File: src/rtl/collatz_wb_ctrl.sv
// Wishbone classic slave that sequences an external Collatz iteration core.
// Software writes a seed, requests a start, and reads back the final value,
// the iteration count and the peak value reached during the run.
//
// Ports:
//   clk, rst_n            clock, asynchronous active-low reset
//   wbs_cyc_i/stb_i/we_i  Wishbone classic slave controls
//   wbs_sel_i[3:0]        byte lanes (lanes 0/1 honoured on SEED, lane 0 on CTRL)
//   wbs_adr_i[31:0]       address, only [3:2] decoded
//   wbs_dat_i/o[31:0]     write / registered read data
//   wbs_ack_o             single-cycle acknowledge
//   irq                   level interrupt, done AND irq_en (registered)
//   co[15:0], st          seed and one-cycle start pulse to the core
//   x[15:0], bs           core current value and busy flag
//
// Register map (adr[3:2]):
//   0 CTRL/STATUS  wr: b0 start, b1 clear done/err, b2 irq_en
//                  rd: b0 busy, b1 done, b2 irq_en, b3 err, b4 sat
//   1 SEED         [15:0] RW
//   2 RESULT       [15:0] final x, [31:16] step count (RO)
//   3 MAX          [15:0] peak x (RO)
module collatz_wb_ctrl #(
  parameter int START_TO = 4,
  parameter int STEP_W   = 16
) (
  input  logic        clk,
  input  logic        rst_n,
  input  logic        wbs_cyc_i,
  input  logic        wbs_stb_i,
  input  logic        wbs_we_i,
  input  logic [3:0]  wbs_sel_i,
  input  logic [31:0] wbs_adr_i,
  input  logic [31:0] wbs_dat_i,
  output logic [31:0] wbs_dat_o,
  output logic        wbs_ack_o,
  output logic        irq,
  output logic [15:0] co,
  output logic        st,
  input  logic [15:0] x,
  input  logic        bs
);

  typedef enum logic [1:0] {IDLE, START, WAIT, RUN} state_t;

  localparam logic [15:0] TO_LAST = 16'(START_TO - 1);

  state_t            state;
  state_t            state_nxt;
  logic              st_nxt;
  logic              busy;

  logic [15:0]       seed;
  logic [15:0]       result_x;
  logic [15:0]       max_x;
  logic [STEP_W-1:0] steps;
  logic [15:0]       steps16;
  logic [15:0]       to_cnt;
  logic              done;
  logic              err;
  logic              sat;
  logic              irq_en;

  logic              req;
  logic              wr;
  logic              rd;
  logic [1:0]        reg_sel;
  logic              wr_ctrl;
  logic              start_req;
  logic              clr_req;
  logic              wr_seed;
  logic              timeout;
  logic [STEP_W:0]   inc_r;
  logic [31:0]       rd_data;
  logic              unused_bits;

  // Saturating step increment; MSB of the result flags an attempted wrap.
  function automatic logic [STEP_W:0] sat_inc(input logic [STEP_W-1:0] v);
    if (&v) return {1'b1, v};
    return {1'b0, v + STEP_W'(1)};
  endfunction

  // A request is accepted only while ack is low, so acks never run back to back.
  assign req       = wbs_cyc_i & wbs_stb_i & ~wbs_ack_o;
  assign wr        = req & wbs_we_i;
  assign rd        = req & ~wbs_we_i;
  assign reg_sel   = wbs_adr_i[3:2];
  assign wr_ctrl   = wr & (reg_sel == 2'd0) & wbs_sel_i[0];
  assign start_req = wr_ctrl & wbs_dat_i[0];
  assign clr_req   = wr_ctrl & wbs_dat_i[1];
  assign wr_seed   = wr & (reg_sel == 2'd1) & ~busy;
  assign timeout   = (to_cnt == TO_LAST);
  assign inc_r     = sat_inc(steps);
  assign steps16   = 16'(steps);
  assign co        = seed;
  assign unused_bits = ^{wbs_adr_i[31:4], wbs_adr_i[1:0], wbs_dat_i[31:16], wbs_sel_i[3:2]};

  // FSM state register; st is registered from the next state so it is
  // high exactly while the FSM sits in START.
  always_ff @(posedge clk or negedge rst_n) begin
    if (!rst_n) begin
      state <= IDLE;
      st    <= 1'b0;
    end else begin
      state <= state_nxt;
      st    <= st_nxt;
    end
  end

  // FSM next-state logic
  always_comb begin
    state_nxt = state;
    unique case (state)
      IDLE:  if (start_req && (seed != 16'd0)) state_nxt = START;
      START: state_nxt = WAIT;
      WAIT:  begin
        if (bs)           state_nxt = RUN;
        else if (timeout) state_nxt = IDLE;
      end
      RUN:   if (!bs) state_nxt = IDLE;
      default: state_nxt = IDLE;
    endcase
  end

  // FSM outputs
  always_comb begin
    st_nxt = (state_nxt == START);
    busy   = (state != IDLE);
  end

  // Read mux, captured into wbs_dat_o on the accepting cycle.
  always_comb begin
    rd_data = 32'd0;
    unique case (reg_sel)
      2'd0: rd_data = {27'd0, sat, err, irq_en, done, busy};
      2'd1: rd_data = {16'd0, seed};
      2'd2: rd_data = {steps16, result_x};
      2'd3: rd_data = {16'd0, max_x};
      default: rd_data = 32'd0;
    endcase
  end

  // Bus response, registers and run bookkeeping
  always_ff @(posedge clk or negedge rst_n) begin
    if (!rst_n) begin
      wbs_ack_o <= 1'b0;
      wbs_dat_o <= 32'd0;
      irq       <= 1'b0;
      seed      <= 16'd0;
      result_x  <= 16'd0;
      max_x     <= 16'd0;
      steps     <= '0;
      to_cnt    <= 16'd0;
      done      <= 1'b0;
      err       <= 1'b0;
      sat       <= 1'b0;
      irq_en    <= 1'b0;
    end else begin
      wbs_ack_o <= req;
      irq       <= done & irq_en;
      if (rd) wbs_dat_o <= rd_data;
      if (wr_ctrl) irq_en <= wbs_dat_i[2];
      if (wr_seed && wbs_sel_i[0]) seed[7:0]  <= wbs_dat_i[7:0];
      if (wr_seed && wbs_sel_i[1]) seed[15:8] <= wbs_dat_i[15:8];

      // Clear comes first so a combined clear+start still launches, and a
      // completion landing in the same cycle still sets its flag.
      if (clr_req) begin
        done <= 1'b0;
        err  <= 1'b0;
      end

      unique case (state)
        IDLE: begin
          if (start_req) begin
            if (seed != 16'd0) begin
              done  <= 1'b0;
              err   <= 1'b0;
              sat   <= 1'b0;
              steps <= '0;
              max_x <= seed;
            end else begin
              err <= 1'b1;
            end
          end
        end
        START: to_cnt <= 16'd0;
        WAIT: begin
          to_cnt <= to_cnt + 16'd1;
          if (bs) begin
            // The cycle bs first rises is iteration 1.
            steps <= STEP_W'(1);
            if (x > max_x) max_x <= x;
          end else if (timeout) begin
            err <= 1'b1;
          end
        end
        RUN: begin
          if (bs) begin
            steps <= inc_r[STEP_W-1:0];
            if (inc_r[STEP_W]) sat <= 1'b1;
            if (x > max_x) max_x <= x;
          end else begin
            result_x <= x;
            done     <= 1'b1;
          end
        end
        default: ;
      endcase
    end
  end

endmodule

File: config.mk
export PLATFORM = sky130hd
export DESIGN_NAME = collatz_wb_ctrl
export DESIGN_NICKNAME = d
export VERILOG_FILES = /design/src/rtl/collatz_wb_ctrl.sv
export SDC_FILE = /design/constraint.sdc
export NUM_CORES = 1
export LEC_CHECK = 0
export CORE_AREA = 3 3 121 123
export DETAILED_ROUTE_END_ITERATION = 6
export DIE_AREA = 0 0 124 126
export PLACE_DENSITY = 0.81
export SLEW_MARGIN = 10
export SYNTH_ARGS = -nofsm -noshare
export SYNTH_HDL_FRONTEND = slang
export SYNTH_SLANG_ARGS = --single-unit
File: constraint.sdc
create_clock -name clk -period 4.6 [get_ports clk]
set_input_delay 0.69 -clock clk [delete_from_list [all_inputs] [get_ports clk]]
set_output_delay 0.69 -clock clk [all_outputs]
set_load 0.01 [all_outputs]
==> results.toml <==
[worst_setup_path]
r2r_setup_slack_ps = 1560
cp.depth = 9
critPathSlowestCell = "a211o_1"
r2r-start = "state[0]"
cpPeakStageDelay_ps = 530
end_kind = "flip-flop"
critPathTopFamily = "compound AO/OA/AOI/OAI gates"
arrival_ps = 3360
critical_path_buf_inv_count = 2
cp.required_ps = 4920
cp_cell_sequence = "clkdlybuf4s50_1, ha_1, a21oi_1, nand2_1, a22o_1, a2111oi_0, a211o_1, buf_4, mux2i_1"
crit_end = "max_x[9]"
worstRegToRegCells = 8
cp-start-kind = "input pin"
path_max_fanout = 10
crit_type = "input pin to flip-flop"
r2r-end = "max_x[9]"
timing.critical_path.from = "x[14]"

[pwr]
p_sw_frac = 0.339
irDropWorstVdd_uv = 352
p_switching_mw = 1.40
pwr-share-seq = 0.362
powerDensity_nw_per_um2 = 533
p_clk_frac = 0.278
total_power_mw = 4.13
p_int_mw = 2.73
power_frac_comb = 0.360
power.leakage_nw = 3.47

[detailed_routing]
route.detailed.wl_per_inst_um = 17.7
vias = 4865
first_iter_violations = 320
postRouteAntennaNets = 0
wl_mm = 15.4
firstDrtPassIters = 5
vias_per_cell = 5.60
drc = 0

[synth]
synth.area.mux_share = 0.153
yosys_warnings = 0
async_flop_share = 1.00
synth_adder_area_share = 0.0448
synth_xor_area_frac = 0.0242
synth-compound-area-share = 0.0706
syn_nets = 699
synthesis.area_um2 = 6150
synth_cell_types = 49
synthTopCellsByArea = "dfrtp_1, mux2_2, mux2i_1"
synth_top_family_by_area = "simple AND/OR/NAND/NOR gates"
ys_seq_area_frac = 0.493
netlist_instances = 587
synth_top_area_cell = "dfrtp_1"
synth-edff-count = 0
synth_top_area_frac = 0.493
synth_seq_cells = 121
syn_area_per_cell_um2 = 10.5
synth-main-ff-cell = "dfrtp_1"
synthSimpleGateAreaFrac = 0.180

[clocking]
hold_buffers = 0
cts-root-buf = "clkbuf_16"
cts_sinks = 121
cts_setup_buffers = 0
worstSkewPairLatency_ps = 410
cts_tree = "yes"
cts_resized = 0
h-tree-depth = 4
path_clk_slew_ps = 50
clock_path_buffers = 2
cts-buffers-inserted = 17

[die]
die_h_um = 126
num_io_pins = 141
design.die.area_um2 = 15600
die-width_um = 124
core_area_um2 = 13800
rows = 43
initial_core_util = 0.446

[global_routing]
globalRouteOverflowTotal = 0
grt_pass1_wl_mm = 25.0
grt_pass1_vias = 5056
grt_usage = 0.207
grt_start_max_net_pins = 65
antenna_found_initial = 0

[finish]
fin_area_um2 = 7750
stdcell_count = 869
final_nets = 791
drive_above_1_share = 0.139
area_growth_syn_to_layout_pct = 26.1
final_util = 0.563
diodes = 0

[sta]
setup_viol = 0
skew_ps = 5.53
tightestPinTransition_ps = 1150
rsz0062_at_grt = "no"
drv_slew = 0
hold_violations = 0
slew_headroom = 0.231
fmax_mhz = 329
period_share = 0.660
period_minus_slack_ps = 3040
tns_ps = 0

[place]
numPortBuffers = 92
dp_hpwl_mm = 10.7
placed_cell_area_um2 = 7250
gp_congestion = 0.890
dp.cells = 840

[job]
maxCapViolations = 0

[min_path]
min_path_type = "input pin to asynchronous set/reset pin"

[run_status]
outcome = "finished, final reports clean"
metal layers:
| metal | routed length (um) | vias up | GRT usage |
|---|---|---|---|
| met2 | 7720 | 161 | 0.342 |
| li1 | - | 2255 | - |
| met3 | 965 | 30 | 0.0584 |
| met5 | 0 | - | 0 |
| met4 | 337 | 0 | 0.0747 |
| met1 | 6330 | 2419 | 0.260 |
layout by cell type (no fill, tap or decap), types with 6 or more instances in the layout:
master	netlist	routed
xnor2_1	12	12
mux2i_1	32	32
buf_4	0	9
inv_1	28	28
a21oi_1	17	17
nor4_1	10	10
clkdlybuf4s50_1	0	91
nand4_1	14	14
clkbuf_16	0	17
o21ai_0	15	15
nand2_1	74	74
mux2_2	45	45
ha_1	22	22
nand3_1	33	33
dfrtp_1	121	121
a221oi_1	11	11
nor2_1	52	50
nor3b_1	6	6
nor3_1	6	6
state kept, by name (all words and copies together) (netlist names), 2 cells and up:
| signal | cells |
|---|---|
| state | 2 |
| to_cnt | 16 |
| max_x | 16 |
| wbs_dat_o | 32 |
| co | 16 |
| result_x | 16 |
| steps | 16 |
stage by stage:
stage	hold slack, ps	setup slack (ps)
global route	452	1360
floorplan	394	1980
global placement	452	1230
CTS	399	1560
finish	377	1560
detailed placement	457	1180
cell type report:
| class | instances | area [um^2] |
|---|---|---|
| clock inverters | 4 | 20.0 |
| well taps | 180 | 225 |
| inverters | 28 | 105 |
| clock buffers | 25 | 485 |
| repair buffers | 100 | 978 |
| multi-input cells | 411 | 2910 |
| fillers | 1213 | 6020 |
| flip-flops and latches | 121 | 3030 |
cell usage after synthesis, drive strengths merged (2+ instances only):
cell type	number
dfrtp	121
nand2	74
nor2	53
mux2	45
nand3	33
mux2i	32
inv	28
ha	22
a21oi	17
clkbuf	17
o21ai	15
nand4	14
nor4	14
xnor2	12
a221oi	11
buf	10
nor3	6
nor3b	6
mux4	5
nor2b	5
or3	5
xor2	5
a31oi	4
o31ai	4
or2	4
a21o	3
a22oi	2
and2	2
and3	2
nand2b	2
nor4b	2
worst reg2reg max path, stage by stage (launching register included):
cell	delay, ps
dfrtp_1	420
inv_1	130
ha_1	450
o21ba_2	210
nor3b_1	60
a31oi_2	610
a211o_1	540
buf_4	290
mux2i_1	240
how the worst min path moves through the flow:
| stage | end | start | depth (start not counted) | slack, ps |
|---|---|---|---|---|
| after floorplan | co[0] | rst_n | 0 | 390 |
| after global placement | wbs_dat_o[23] | wbs_dat_o[23] | 2 | 450 |
| after detailed placement | wbs_dat_o[22] | wbs_dat_o[22] | 2 | 460 |
| after CTS | to_cnt[2] | rst_n | 1 | 400 |
| after global routing | to_cnt[13] | rst_n | 1 | 450 |
| final | to_cnt[13] | rst_n | 1 | 380 |
power groups by stage:
stage                     registers, mW  clock network [mW]  logic, mW
after global routing               1.52                1.22       1.64
after global placement             1.49                   0       1.43
after floorplan                    1.48                   0       1.00
final                              1.49                1.15       1.49
after CTS                          1.49                1.16       1.50
after detailed placement           1.51                   0       1.49
cells by family after synthesis:
group                    Yosys count
AO/OA/AOI/OAI                     65
XOR/XNOR                          17
adder cells (fa/ha/maj)           22
buffers and inverters             55
flip-flops                       121
multiplexers                      82
AND/OR/NAND/NOR                  225
Power figures use the tool's default switching activity.
